--- src/rtl/micro_pkg.sv ---
// rtl/micro_pkg.sv - shared widths, dispatch codes, microword and FSM types for the control store
package micro_pkg;

  localparam int ADR_W  = 4;
  localparam int CTRL_W = 13;

  // Sequencer dispatch codes carried in nextAdr; the store passes them through untouched.
  localparam logic [ADR_W-1:0] DISPATCH_OP    = 4'b1111;
  localparam logic [ADR_W-1:0] DISPATCH_FUNCT = 4'b1110;

  typedef struct packed {
    logic [ADR_W-1:0]  nextAdr;
    logic [CTRL_W-1:0] ctrl;
  } micro_word_t;

  typedef enum logic {
    LOAD = 1'b0,
    RUN  = 1'b1
  } store_state_e;

endpackage

--- src/rtl/microcode_array.sv ---
// rtl/microcode_array.sv - microword storage with sync write, async read and per-entry valid bits
module microcode_array
  import micro_pkg::*;
#(
  parameter int AW    = ADR_W,
  parameter int DEPTH = 2 ** AW,
  parameter int WW    = ADR_W + CTRL_W
) (
  input  logic          clk,
  input  logic          rst_n,
  input  logic          we_i,
  input  logic [AW-1:0] waddr_i,
  input  logic [WW-1:0] wdata_i,
  input  logic          clr_i,
  input  logic [AW-1:0] raddr_i,
  output logic [WW-1:0] rdata_o,
  output logic          rvalid_o
);

  logic [WW-1:0]    mem_q [DEPTH];
  logic [DEPTH-1:0] valid_q;
  logic [DEPTH-1:0] valid_d;

  // Contents are deliberately not reset; the valid bits alone decide what is readable.
  always_ff @(posedge clk) begin
    if (we_i) begin
      mem_q[waddr_i] <= wdata_i;
    end
  end

  always_comb begin
    valid_d = valid_q;
    if (clr_i) begin
      valid_d = '0;
    end
    if (we_i) begin
      valid_d[waddr_i] = 1'b1;
    end
  end

  always_ff @(posedge clk or negedge rst_n) begin
    if (!rst_n) begin
      valid_q <= '0;
    end else begin
      valid_q <= valid_d;
    end
  end

  assign rdata_o  = mem_q[raddr_i];
  assign rvalid_o = valid_q[raddr_i];

endmodule

--- src/rtl/microcode_store.sv ---
// rtl/microcode_store.sv - writable control store: boot-time load handshake, zero-latency microword read
module microcode_store
  import micro_pkg::*;
#(
  parameter int ADR_W  = micro_pkg::ADR_W,
  parameter int DEPTH  = 2 ** ADR_W,
  parameter int CTRL_W = micro_pkg::CTRL_W
) (
  input  logic                    clk,
  input  logic                    reset,
  input  logic                    load_valid,
  output logic                    load_ready,
  input  logic [ADR_W-1:0]        load_addr,
  input  logic [ADR_W+CTRL_W-1:0] load_data,
  input  logic                    load_last,
  input  logic                    reload,
  input  logic [ADR_W-1:0]        adr,
  output logic [ADR_W-1:0]        nextAdr,
  output logic [CTRL_W-1:0]       ctrl,
  output logic                    run,
  output logic                    fault
);

  store_state_e state_q, state_d;
  logic         fault_q, fault_d;
  logic         we;
  logic         clr;
  logic [ADR_W+CTRL_W-1:0] rdata;
  logic         rvalid;

  microcode_array #(
    .AW    (ADR_W),
    .DEPTH (DEPTH),
    .WW    (ADR_W + CTRL_W)
  ) u_array (
    .clk      (clk),
    .rst_n    (reset),
    .we_i     (we),
    .waddr_i  (load_addr),
    .wdata_i  (load_data),
    .clr_i    (clr),
    .raddr_i  (adr),
    .rdata_o  (rdata),
    .rvalid_o (rvalid)
  );

  always_comb begin
    state_d    = state_q;
    fault_d    = fault_q;
    we         = 1'b0;
    clr        = 1'b0;
    load_ready = 1'b0;
    run        = 1'b0;
    nextAdr    = '0;
    ctrl       = '0;
    unique case (state_q)
      LOAD: begin
        // Ready is held low while reset is asserted, even though the state already reads LOAD.
        load_ready = reset;
        we         = load_valid && load_ready;
        if (we && load_last) begin
          state_d = RUN;
        end
      end
      RUN: begin
        run = 1'b1;
        if (rvalid) begin
          {nextAdr, ctrl} = rdata;
        end else begin
          fault_d = 1'b1;
        end
        if (reload) begin
          state_d = LOAD;
          clr     = 1'b1;
        end
      end
      default: state_d = LOAD;
    endcase
  end

  always_ff @(posedge clk or negedge reset) begin
    if (!reset) begin
      state_q <= LOAD;
      fault_q <= 1'b0;
    end else begin
      state_q <= state_d;
      fault_q <= fault_d;
    end
  end

  assign fault = fault_q;

endmodule

--- config.mk ---
export PLATFORM = sky130hd
export DESIGN_NAME = microcode_store
export DESIGN_NICKNAME = d
export VERILOG_FILES = /design/src/rtl/micro_pkg.sv /design/src/rtl/microcode_array.sv /design/src/rtl/microcode_store.sv
export SDC_FILE = /design/constraint.sdc
export NUM_CORES = 1
export LEC_CHECK = 0
export ABC_AREA = 0
export CAP_MARGIN = 20
export CORE_ASPECT_RATIO = 0.9
export CORE_UTILIZATION = 45
export CTS_BUF_LIST = sky130_fd_sc_hd__clkbuf_4
export DETAILED_ROUTE_END_ITERATION = 6
export PLACE_DENSITY = 0.68
export SLEW_MARGIN = 20
export SYNTH_ARGS = -nofsm -noshare
export SYNTH_HDL_FRONTEND = slang
export SYNTH_SLANG_ARGS = --single-unit
--- constraint.sdc ---
create_clock -name clk -period 2.8 [get_ports clk]
set_clock_uncertainty 0.15 [all_clocks]
set_input_delay 0.28 -clock clk [delete_from_list [all_inputs] [get_ports clk]]
set_output_delay 0.28 -clock clk [all_outputs]
set_load 0.005 [all_outputs]
==> results of run 1 <==
-- cells by family after synthesis --
group,after synthesis
multiplexers,97
flip-flops,290
AO/OA/AOI/OAI,52
AND/OR/NAND/NOR,55
buffers and inverters,31
-- flip-flops by register name, indices dropped and copies added, names as in the netlist --
| name | flops |
|---|---|
| fault | 1 |
| u_array.mem_q | 272 |
| u_array.valid_q | 16 |
| state_q | 1 |
-- cells in the final DEF, fill, tap and decap left out, drive strengths merged --
| master | instances |
|---|---|
| nor2 | 13 |
| a22oi | 1 |
| nor2b | 19 |
| or4b | 1 |
| o21ai | 6 |
| dlygate4sd3 | 2 |
| or4 | 1 |
| a21o | 9 |
| dfrtp | 18 |
| a211oi | 34 |
| clkdlybuf4s50 | 28 |
| nand2b | 2 |
| clkinvlp | 2 |
| mux2i | 19 |
| nand3b | 1 |
| nor3 | 4 |
| bufinv | 1 |
| buf | 74 |
| nand3 | 2 |
| mux2 | 8 |
| edfxtp | 272 |
| clkbuf | 104 |
| and2 | 1 |
| mux4 | 70 |
| nand2 | 11 |
| clkinv | 9 |
| o31ai | 2 |
| inv | 3 |
-- metal layers --
metal	up-vias	GRT usage, %
met3	36	4.91
met5	-	0
met4	0	6.86
met1	3071	27.5
met2	218	31.0
li1	2530	-
-- cell type report --
class	instances	share of cell area, %
clock buffer	104	5.80
clock inverter	15	0.670
multi-input combinational	204	19.4
sequential	290	64.1
tap	336	3.13
timing repair buffer	104	6.88
-- per-stage QoR --
stage	TNS (ps)	power [W]	instances
floorplan	0	0.00519	525
global placement	-94.8	0.00539	929
detailed placement	-140	0.00541	929
CTS	-4020	0.00880	1053
global route	-4090	0.00904	1053
finish	-2890	0.00871	1053
-- power by group through the flow --
| stage | clock (W) | sequential, W | combinational, W |
|---|---|---|---|
| detailed placement | 0 | 0.00491 | 0.000504 |
| global placement | 0 | 0.00491 | 0.000485 |
| CTS | 0.00348 | 0.00482 | 0.000511 |
| finish | 0.00338 | 0.00482 | 0.000507 |
| floorplan | 0 | 0.00490 | 0.000284 |
| global route | 0.00368 | 0.00482 | 0.000546 |
-- how the worst max path moves through the flow --
stage | depth (start not counted) | start | to
2_1_floorplan | 4 | state_q | u_array.mem_q[3][0]
3_3_place_gp | 7 | adr[0] | ctrl[5]
3_5_place_dp | 7 | adr[0] | ctrl[5]
4_1_cts | 7 | u_array.valid_q[6] | ctrl[2]
5_1_grt | 7 | u_array.valid_q[14] | ctrl[5]
6_report | 7 | u_array.valid_q[14] | ctrl[1]
-- what timing repair did --
action | CTS | global route
pin swaps | 1 | 1
gates resized for setup | 72 | 6
setup endpoints to repair | 17 | 17
cloned | 1 | 0
hold buffers | 2 | 0
hold endpoints to repair | 19 | 0
buffers inserted | 2 | 1
==> parameters.txt, run 1 <==
Parameter                              Value

Status
  Status    finished with violations
  Violations in the final reports    negative setup slack

Cells and area
  Cell area after layout    13500 µm²
  Number of antenna cells inserted    0
  Storage cell area    8620 µm²
  Filler cell count in the final layout    1917
  Combined area of the multi-input logic cells    2620 µm²
  Layout cells sized above 1    39.7%
  Area growth from synthesis to layout    19.0%
  Net count of the finished layout    701
  Final core utilization    55.0%

Hold path
  Hold Crit Class    input port to flop
  Hold path startpoint    reload
  Hold Path Cell Cnt    2
  Capture endpoint of the worst hold path    state_q

Floorplanning
  Overall die height    152 µm
  Total core area    24500 µm²
  Horizontal die dimension    169 µm
  Top Ports    50
  Standard-cell rows    54
  Effective utilization at floorplan    46.2%
  Die area    25800 µm²

Routing
  Routed Wire Length    24.4 mm
  Post-route met1 wirelength    10.6 mm
  Average detailed-routed wire length per instance    23.1 µm
  First drt pass iteration count    5
  DRT antenna net count    0
  Number of DRC violations after detailed-routing iteration 0    511
  Met3 WL post-DR    1.59 mm
  Average vias per placed instance    5.56
  Number of design rule violations left after detail routing    0
  Top Metal Used    met4
  Routed vias    5855
  Total met2 wirelength after detailed routing    11.8 mm

Logic synthesis
  Post-Synth Adder-Cell Area    0%
  Synthesized netlist cell count    525
  Synth Area in Simple Gates    2.50%
  Proportion of netlist area held by the largest area contributor    72.3%
  Top cells by instance count after synthesis    272 x sky130_fd_sc_hd__edfxtp_1, 70 x sky130_fd_sc_hd__mux4_2, 34 x sky130_fd_sc_hd__a211oi_1, 19 x sky130_fd_sc_hd__mux2i_1, 19 x sky130_fd_sc_hd__nor2b_1
  Portion of netlist area occupied by mux cells    16.4%
  Synth area leaders    sky130_fd_sc_hd__edfxtp_1 72%, sky130_fd_sc_hd__mux4_2 14%, sky130_fd_sc_hd__dfrtp_1 4.0%, sky130_fd_sc_hd__a211oi_1 2.3%, sky130_fd_sc_hd__mux2i_1 1.7%
  Total nets after synthesis    555
  Post-synth top area cell    sky130_fd_sc_hd__edfxtp_1
  Count leader, synth    sky130_fd_sc_hd__edfxtp_1
  Sequential share of the synthesized area    76.2%
  Post-Syn Area    11300 µm²
  Compound-gate portion of the synthesized area    3.44%
  Post-synth EDFFs    272
  Commonest register cell after synthesis    sky130_fd_sc_hd__edfxtp_1
  Largest family of logic cells by synthesized area    multiplexers
  Mean cell area of the mapped netlist    21.5 µm²
  Post-synth ARST share    6.21%
  Cell variety after synth    25
  Share of the synthesized netlist area taken by xor and xnor gates    0%
  #FFs+latches synth    290
  Synthesis warning total    0

Pwr
  Reported net switching power    0.00189 W
  Internal power summed over all cells    0.00682 W
  Leakage power summed over all cells    4.61 nW
  Fraction of power spent switching nets    21.7%
  Clock Power Share    38.8%
  Logic gate share of total power    5.8%
  Highest ir drop seen on vdd    0.000383 V
  Flop pwr share    55.3%
  Power density over the cells    647 nW/µm²

Clock tree
  Master cell of the clock root buffer    sky130_fd_sc_hd__clkbuf_4
  Number of sinks on the clock net    290
  Clock transition at path regs    70 ps
  Number of buffers between clock root and the deepest sink    3
  Number of H-tree levels    3
  Number of buffers created by CTS    71
  CTS tree    built
  Clock insertion delay at the later pin of the skew report    660 ps

Worst setup path
  Reg2reg start    state_q
  Reg-to-reg setup timing slack    530 ps
  Largest incremental delay on the critical path    540 ps
  WP data required    2370 ps
  Worst-path fanout max    7
  Critical Path, Cell by Cell    mux2_2, mux4_2, a22oi_4, buf_6, buf_12, a211oi_1, buf_2
  Worst path top cell family by delay    multiplexers
  Cell with the largest stage delay on the worst path    sky130_fd_sc_hd__mux4_2
  Worst Reg-to-Reg Cells    3
  Critical path endpoint category    output port
  Critical path class    flop to output port
  Count of buffering cells on the critical path with inverters included    3
  Worst Setup Start Kind    flop
  Arrival time worst endpoint    2560 ps
  FF-to-FF End    u_array.mem_q[14][2]

STA
  Relative slew slack    62.6%
  Post-route clock period utilization    107%
  Upper clock frequency limit    0.335 GHz
  Unrepaired setup endpoints after global routing    yes
  Setup WS post-layout    -185 ps
  Worst hold slack across all endpoints    89.7 ps
  Max-slew violations    0
  Final critical path time including I/O delays and setup    2990 ps
  Final Hold Fails    0
  Tightest Pin Transition    560 ps
  Setup violations, final    17

GRT
  Global-route wire length before repair    37.3 mm
  Pin count of the biggest net entering global routing    52
  Overall track demand over capacity in global routing    19.9%
  Vias in the first global route    6433
  Initial antenna violation count    0
  Residual overflow from global routing    0

Place
  Dpl hpwl    13.9 mm
  Post-DP Area    12600 µm²
  Setup Slack @ Placement    -67.6 ps
  PortBufs    49
  Global placer's final weighted congestion    0.826

Run
  Number of maximum-capacitance violations    0
(Power assumes the default switching activity.)
==> inputs of run 2 (changes only) <==
- SLEW_MARGIN: 20 -> not set
==> results of run 2 <==
No change in the layout: final DEF, timing and power equal those of run 1.
==> inputs of run 3 (changes only) <==
- CTS_CLUSTER_DIAMETER: not set -> 40
==> results of run 3 <==
No change in the layout: final DEF, timing and power equal those of run 1.
